$ cat src/rtl/drop_pkg.sv
// Shared definitions for the baggage-drop sequencer: FSM state encodings,
// result codes and the timer width helper.
package drop_pkg;

    typedef enum logic [2:0] {
        ST_IDLE     = 3'd0,
        ST_EVAL     = 3'd1,
        ST_RELEASE  = 3'd2,
        ST_COOLDOWN = 3'd3,
        ST_FINISH   = 3'd4
    } state_e;

    typedef enum logic [2:0] {
        RES_NONE    = 3'd0,
        RES_DROP    = 3'd1,
        RES_HOT     = 3'd2,
        RES_COLD    = 3'd3,
        RES_EMPTY   = 3'd4,
        RES_ABORTED = 3'd5
    } result_e;

    // Width needed to hold the longer of the two phase lengths, plus one bit.
    function automatic int tmr_width(input int rel_cycles, input int cool_cycles);
        int longest;
        if (rel_cycles > cool_cycles) begin
            longest = rel_cycles;
        end else begin
            longest = cool_cycles;
        end
        return $clog2(longest) + 1;
    endfunction

endpackage

$ cat src/rtl/drop_timer.sv
// Loadable down-counter with a zero flag; shared by the RELEASE and COOLDOWN
// phases of the drop sequencer.
module drop_timer #(
    parameter int W = 4
) (
    input  logic         clk,
    input  logic         rst,
    input  logic         load,
    input  logic [W-1:0] load_val,
    output logic         zero
);

    logic [W-1:0] count_r;

    // Load has priority; otherwise count down and park at zero.
    always_ff @(posedge clk or posedge rst) begin
        if (rst) begin
            count_r <= {W{1'b0}};
        end else if (load) begin
            count_r <= load_val;
        end else if (count_r != {W{1'b0}}) begin
            count_r <= count_r - W'(1);
        end else begin
            count_r <= count_r;
        end
    end

    assign zero = (count_r == {W{1'b0}});

endmodule

$ cat src/rtl/drop_sequencer.sv
// Sequences one baggage-drop attempt: freezes sensor inputs for the external
// display_and_drop datapath, pulses the release actuator, then cools down.
module drop_sequencer
    import drop_pkg::*;
#(
    parameter int RELEASE_CYCLES  = 4,
    parameter int COOLDOWN_CYCLES = 8,
    parameter int MAX_DROPS       = 15,
    parameter int CNT_W           = 4
) (
    input  logic             clk,
    input  logic             rst,
    input  logic             req,
    input  logic             reload,
    input  logic             abort,
    input  logic [15:0]      t_act,
    input  logic [15:0]      t_lim,
    input  logic             drop_en,
    input  logic             drop_activated,
    output logic [15:0]      t_act_q,
    output logic [15:0]      t_lim_q,
    output logic             drop_en_q,
    output logic             release_pulse,
    output logic             busy,
    output logic             done,
    output logic [2:0]       result,
    output logic [CNT_W-1:0] drop_count
);

    localparam int TMR_W = tmr_width(RELEASE_CYCLES, COOLDOWN_CYCLES);

    state_e             state_r;
    state_e             state_nxt_s;
    logic [2:0]         result_r;
    logic [2:0]         result_nxt_s;
    logic [CNT_W-1:0]   count_r;
    logic [CNT_W-1:0]   count_nxt_s;
    logic [15:0]        t_act_r;
    logic [15:0]        t_lim_r;
    logic               drop_en_r;
    logic               release_r;
    logic               busy_r;
    logic               done_r;
    logic               latch_s;
    logic               tmr_load_s;
    logic [TMR_W-1:0]   tmr_val_s;
    logic               tmr_zero_s;

    function automatic logic [CNT_W-1:0] sat_inc(input logic [CNT_W-1:0] v);
        if (v >= CNT_W'(MAX_DROPS)) begin
            return v;
        end else begin
            return v + CNT_W'(1);
        end
    endfunction

    drop_timer #(
        .W(TMR_W)
    ) u_timer (
        .clk      (clk),
        .rst      (rst),
        .load     (tmr_load_s),
        .load_val (tmr_val_s),
        .zero     (tmr_zero_s)
    );

    // Next-state, result, counter and timer-load decisions.
    always_comb begin
        state_nxt_s  = state_r;
        result_nxt_s = result_r;
        count_nxt_s  = count_r;
        latch_s      = 1'b0;
        tmr_load_s   = 1'b0;
        tmr_val_s    = {TMR_W{1'b0}};
        case (state_r)
            ST_IDLE: begin
                if (reload) begin
                    count_nxt_s = {CNT_W{1'b0}};
                end else if (req) begin
                    latch_s      = 1'b1;
                    result_nxt_s = RES_NONE;
                    state_nxt_s  = ST_EVAL;
                end else begin
                    state_nxt_s = ST_IDLE;
                end
            end
            ST_EVAL: begin
                if (count_r == CNT_W'(MAX_DROPS)) begin
                    result_nxt_s = RES_EMPTY;
                    state_nxt_s  = ST_FINISH;
                end else if (drop_activated) begin
                    count_nxt_s = sat_inc(count_r);
                    tmr_load_s  = 1'b1;
                    tmr_val_s   = TMR_W'(RELEASE_CYCLES - 1);
                    state_nxt_s = ST_RELEASE;
                end else begin
                    result_nxt_s = drop_en_r ? RES_HOT : RES_COLD;
                    state_nxt_s  = ST_FINISH;
                end
            end
            ST_RELEASE: begin
                // Abort wins even in the last release cycle.
                if (abort) begin
                    result_nxt_s = RES_ABORTED;
                    tmr_load_s   = 1'b1;
                    tmr_val_s    = TMR_W'(COOLDOWN_CYCLES - 1);
                    state_nxt_s  = ST_COOLDOWN;
                end else if (tmr_zero_s) begin
                    result_nxt_s = RES_DROP;
                    tmr_load_s   = 1'b1;
                    tmr_val_s    = TMR_W'(COOLDOWN_CYCLES - 1);
                    state_nxt_s  = ST_COOLDOWN;
                end else begin
                    state_nxt_s = ST_RELEASE;
                end
            end
            ST_COOLDOWN: begin
                if (tmr_zero_s) begin
                    state_nxt_s = ST_FINISH;
                end else begin
                    state_nxt_s = ST_COOLDOWN;
                end
            end
            ST_FINISH: begin
                state_nxt_s = ST_IDLE;
            end
            default: begin
                state_nxt_s = ST_IDLE;
            end
        endcase
    end

    // State, frozen sensor values and registered outputs derived from next state.
    always_ff @(posedge clk or posedge rst) begin
        if (rst) begin
            state_r   <= ST_IDLE;
            result_r  <= RES_NONE;
            count_r   <= {CNT_W{1'b0}};
            t_act_r   <= 16'd0;
            t_lim_r   <= 16'd0;
            drop_en_r <= 1'b0;
            release_r <= 1'b0;
            busy_r    <= 1'b0;
            done_r    <= 1'b0;
        end else begin
            state_r   <= state_nxt_s;
            result_r  <= result_nxt_s;
            count_r   <= count_nxt_s;
            release_r <= (state_nxt_s == ST_RELEASE);
            busy_r    <= (state_nxt_s != ST_IDLE);
            done_r    <= (state_nxt_s == ST_FINISH);
            if (latch_s) begin
                t_act_r   <= t_act;
                t_lim_r   <= t_lim;
                drop_en_r <= drop_en;
            end else begin
                t_act_r   <= t_act_r;
                t_lim_r   <= t_lim_r;
                drop_en_r <= drop_en_r;
            end
        end
    end

    assign t_act_q       = t_act_r;
    assign t_lim_q       = t_lim_r;
    assign drop_en_q     = drop_en_r;
    assign release_pulse = release_r;
    assign busy          = busy_r;
    assign done          = done_r;
    assign result        = result_r;
    assign drop_count    = count_r;

endmodule

$ cat config.mk
export PLATFORM = sky130hd
export DESIGN_NAME = drop_sequencer
export DESIGN_NICKNAME = d
export VERILOG_FILES = /design/src/rtl/drop_pkg.sv /design/src/rtl/drop_timer.sv /design/src/rtl/drop_sequencer.sv
export SDC_FILE = /design/constraint.sdc
export NUM_CORES = 1
export LEC_CHECK = 0
export ABC_AREA = 1
export CORE_MARGIN = 2
export CORE_UTILIZATION = 35
export CTS_BUF_LIST = sky130_fd_sc_hd__clkbuf_8
export DETAILED_ROUTE_END_ITERATION = 12
export PLACE_DENSITY = 0.71
export SLEW_MARGIN = 5
export SYNTH_ARGS = -nofsm -noshare
export SYNTH_HDL_FRONTEND = slang
export SYNTH_SLANG_ARGS = --single-unit
$ cat constraint.sdc
create_clock -name clk -period 2.85 [get_ports clk]
set_input_delay 0.4275 -clock clk [delete_from_list [all_inputs] [get_ports clk]]
set_output_delay 0.4275 -clock clk [all_outputs]
set_load 0.005 [all_outputs]
==> impl_metrics.py <==
metrics = {
    "run_status": {
        "status": "complete, no violations",
    },
    "detailed_routing": {
        "drtIter0Drc": 108,
        "dr_total_vias": 1921,
        "drc": 0,
        "drtPass1Iterations": 4,
        "ant_nets": 0,
        "drt-total-wl_mm": 5.28,
        "routedWlPerCell_um": 12.8,
        "vias_per_cell": 4.66,
    },
    "timing": {
        "worst_pin_slew_ns": 0.613,
        "tns_ns": 0,
        "hold_viol": 0,
        "grt_setup_unrepaired": "no",
        "skew_ns": 0.00490,
        "slew_viol_final": 0,
        "fmax_mhz": 589,
        "max_slew_margin_pct": 59.2,
        "period_needed_ns": 1.70,
        "setup_viol": 0,
        "fin_crit_sh_pct": 59.5,
        "timing.hold.ws_ns": 0.480,
    },
    "synth": {
        "synth_cell_types": 31,
        "ys_warn_count": 0,
        "avgSynthCellArea_um2": 8.93,
        "synth_seq_area_share_pct": 55.4,
        "synth_nets": 294,
        "netlist_instances": 253,
        "syn-cell-area_mm2": 0.00226,
        "ys_ff_latch": 50,
    },
    "clock_network": {
        "cts_buffer_depth": 2,
        "cts_num_sinks": 50,
        "path_clk_slew_ns": 0.09,
        "ctsHtreeMaxLevel": 2,
        "cts_root_buf": "clkbuf_8",
        "clkLatencyLatePin_ns": 0.30,
        "postCtsSetupRepairBufs": 0,
        "holdBufCountCts": 0,
        "cts_tree": "yes",
        "cts_resized": 0,
        "numCtsBuffers": 5,
    },
    "cells_and_area": {
        "nNetsFinal": 375,
        "syn_to_final_growth_pct": 41.5,
        "drive_above_1_share_pct": 8.96,
        "n_fill_cell": 598,
        "multi_input_area_um2": 875,
        "diodes": 0,
        "ff_latch_area_mm2": 0.00125,
    },
    "setup_path": {
        "cp_max_fo": 5,
        "critical_path.top_delay_family": "buffers and inverters",
        "cp_num_buf_inv": 1,
        "cp_slowest_cell": "clkdlybuf4s50_1",
        "timing.rr.end": "drop_en_q",
        "crit_chain": "clkdlybuf4s50_1",
        "crit_path_end": "drop_count[2]",
        "cpPeakStageDelay_ns": 0.53,
        "r2r-start": "state_r[0]",
        "reg2regPathDepth": 6,
        "critPathKind": "reg2out",
        "path_depth": 1,
        "r2r_slack_ns": 1.33,
        "worstSetupStartpointType": "flop",
        "cp-end-kind": "output pin",
        "crit_path_start": "drop_count[2]",
        "crit_arrival_ns": 1.27,
        "required_ns": 2.42,
    },
    "global_routing": {
        "grt_use_total_pct": 15.6,
        "grt_remaining_overflow": 0,
        "grt_max_degree": 51,
        "met3_usage_pct": 4.23,
        "grt_pass1_vias": 1943,
        "busiest_layer": "met2",
        "met1_usage_pct": 20.2,
        "grt_pass1_wl_mm": 9.11,
        "antenna_found_initial": 0,
        "globalRouteMet2Util_pct": 26.3,
    },
    "job": {
        "cap_violations": 0,
    },
    "power_and_ir_drop": {
        "leakage_nw": 1.57,
        "power_density_mw_per_mm2": 948,
        "irDropWorstVdd_uv": 402,
    },
    "floorplan": {
        "ios": 82,
        "rows": 29,
        "die-area_mm2": 0.00711,
        "die_y_um": 84.4,
        "initial_core_util_pct": 35.8,
        "coreArea_mm2": 0.00631,
        "fp.dieW_um": 84.4,
    },
    "placement": {
        "io_buffers": 81,
        "dp_hpwl_mm": 3.87,
        "gp_congestion": 0.817,
    },
    "worst_hold_path": {
        "min_path_type": "reg2reg",
    },
}
==> layer usage <==
layer | vias to the layer above | share of wire (%)
li1 | 963 | -
met1 | 896 | 45
met2 | 56 | 48
met3 | 6 | 6.1
met4 | 0 | 1.0
met5 | - | 0
==> per-stage QoR <==
stage               cell area (µm²)  instances  setup slack, ns  utilization (%)  power, mW
finish                         3200        412             1.15             50.7       3.03
CTS                            3200        412             1.14             50.7       3.08
detailed placement             3110        404            0.878             49.3       2.67
global route                   3200        412             1.07             50.7       3.29
global placement               3110        404            0.898             49.3       2.63
floorplan                      2260        253             1.22                -       1.97
==> flip-flops by register name, summed over array words and instances, names as in the netlist <==
signal,count
release_pulse,1
drop_en_q,1
state_r,3
drop_count,4
u_timer.count_r,4
t_act_q,16
t_lim_q,16
done,1
busy,1
result,3
==> cells in the final DEF, fill, tap and decap left out, drive strengths merged <==
cell type / count
a22oi: 1
nand4: 1
a21oi: 3
ha: 2
nor3: 1
nor2: 21
xnor2: 2
buf: 2
o211ai: 1
clkdlybuf4s50: 81
clkinv: 3
inv: 16
dfrtp: 50
clkbuf: 5
xor2: 2
o22ai: 1
o31ai: 1
nand2: 100
o21ai: 3
nand3: 39
==> report_power, final <==
part | switching (mW) | internal (mW) | total [mW]
combinational | 0.685 | 0.744 | 1.43
sequential | 0.193 | 1.01 | 1.21
clock | 0.224 | 0.170 | 0.394
total | 1.10 | 1.93 | 3.03
==> final cells by class <==
class / count / share of cell area [%]
clock buffers: 5 / 2.15
clock inverters: 3 / 0.548
inverters: 16 / 2.00
multi-input cells: 178 / 27.3
flip-flops and latches: 50 / 39.1
well taps: 77 / 3.01
repair buffers: 83 / 25.8
==> worst min path at each step <==
| stage | start | end | slack, ns | cells after the start |
|---|---|---|---|---|
| finish | t_lim_q[4] | t_lim_q[4] | 0.48 | 2 |
| global route | t_lim_q[6] | t_lim_q[6] | 0.50 | 2 |
| CTS | t_lim_q[6] | t_lim_q[6] | 0.48 | 2 |
| detailed placement | t_lim_q[6] | t_lim_q[6] | 0.46 | 2 |
| global placement | t_lim_q[13] | t_lim_q[13] | 0.45 | 2 |
| floorplan | result[1] | result[1] | 0.46 | 2 |
==> Yosys cell counts <==
cell,instances,share of area (%)
nand2_1,92,15
dfrtp_1,50,55
nand3_1,36,8.0
nor2_1,17,2.8
inv_1,13,2.2
nand2_2,6,1.7
a21oi_1,3,0.66
buf_6,3,1.5
nor2_2,3,0.83
o21ai_0,3,0.66
buf_2,2,0.44
clkbuf_4,2,0.66
ha_1,2,1.1
nand3_4,2,1.6
xnor2_1,2,0.78
xor2_1,2,0.78
a22oi_1,1,0.33
buf_1,1,0.17
buf_4,1,0.33
clkinv_2,1,0.22
inv_2,1,0.17
inv_4,1,0.28
nand2_4,1,0.50
nand2_8,1,0.89
nand3_2,1,0.44
nand4_1,1,0.28
nor2_4,1,0.50
nor3_2,1,0.44
o211ai_1,1,0.33
o22ai_2,1,0.55
o31ai_1,1,0.33
==> cell families after synthesis <==
| family | after synthesis | synth area share [%] |
|---|---|---|
| AOI/OAI and AO/OA | 10 | 2.88 |
| xor gates and xnor gates | 4 | 1.55 |
| adders and majority gates | 2 | 1.11 |
| buffers and inverters | 25 | 5.92 |
| DFF | 50 | 55.4 |
| and+or+nand+nor | 162 | 33.2 |
Power figures use the tool's default switching activity.
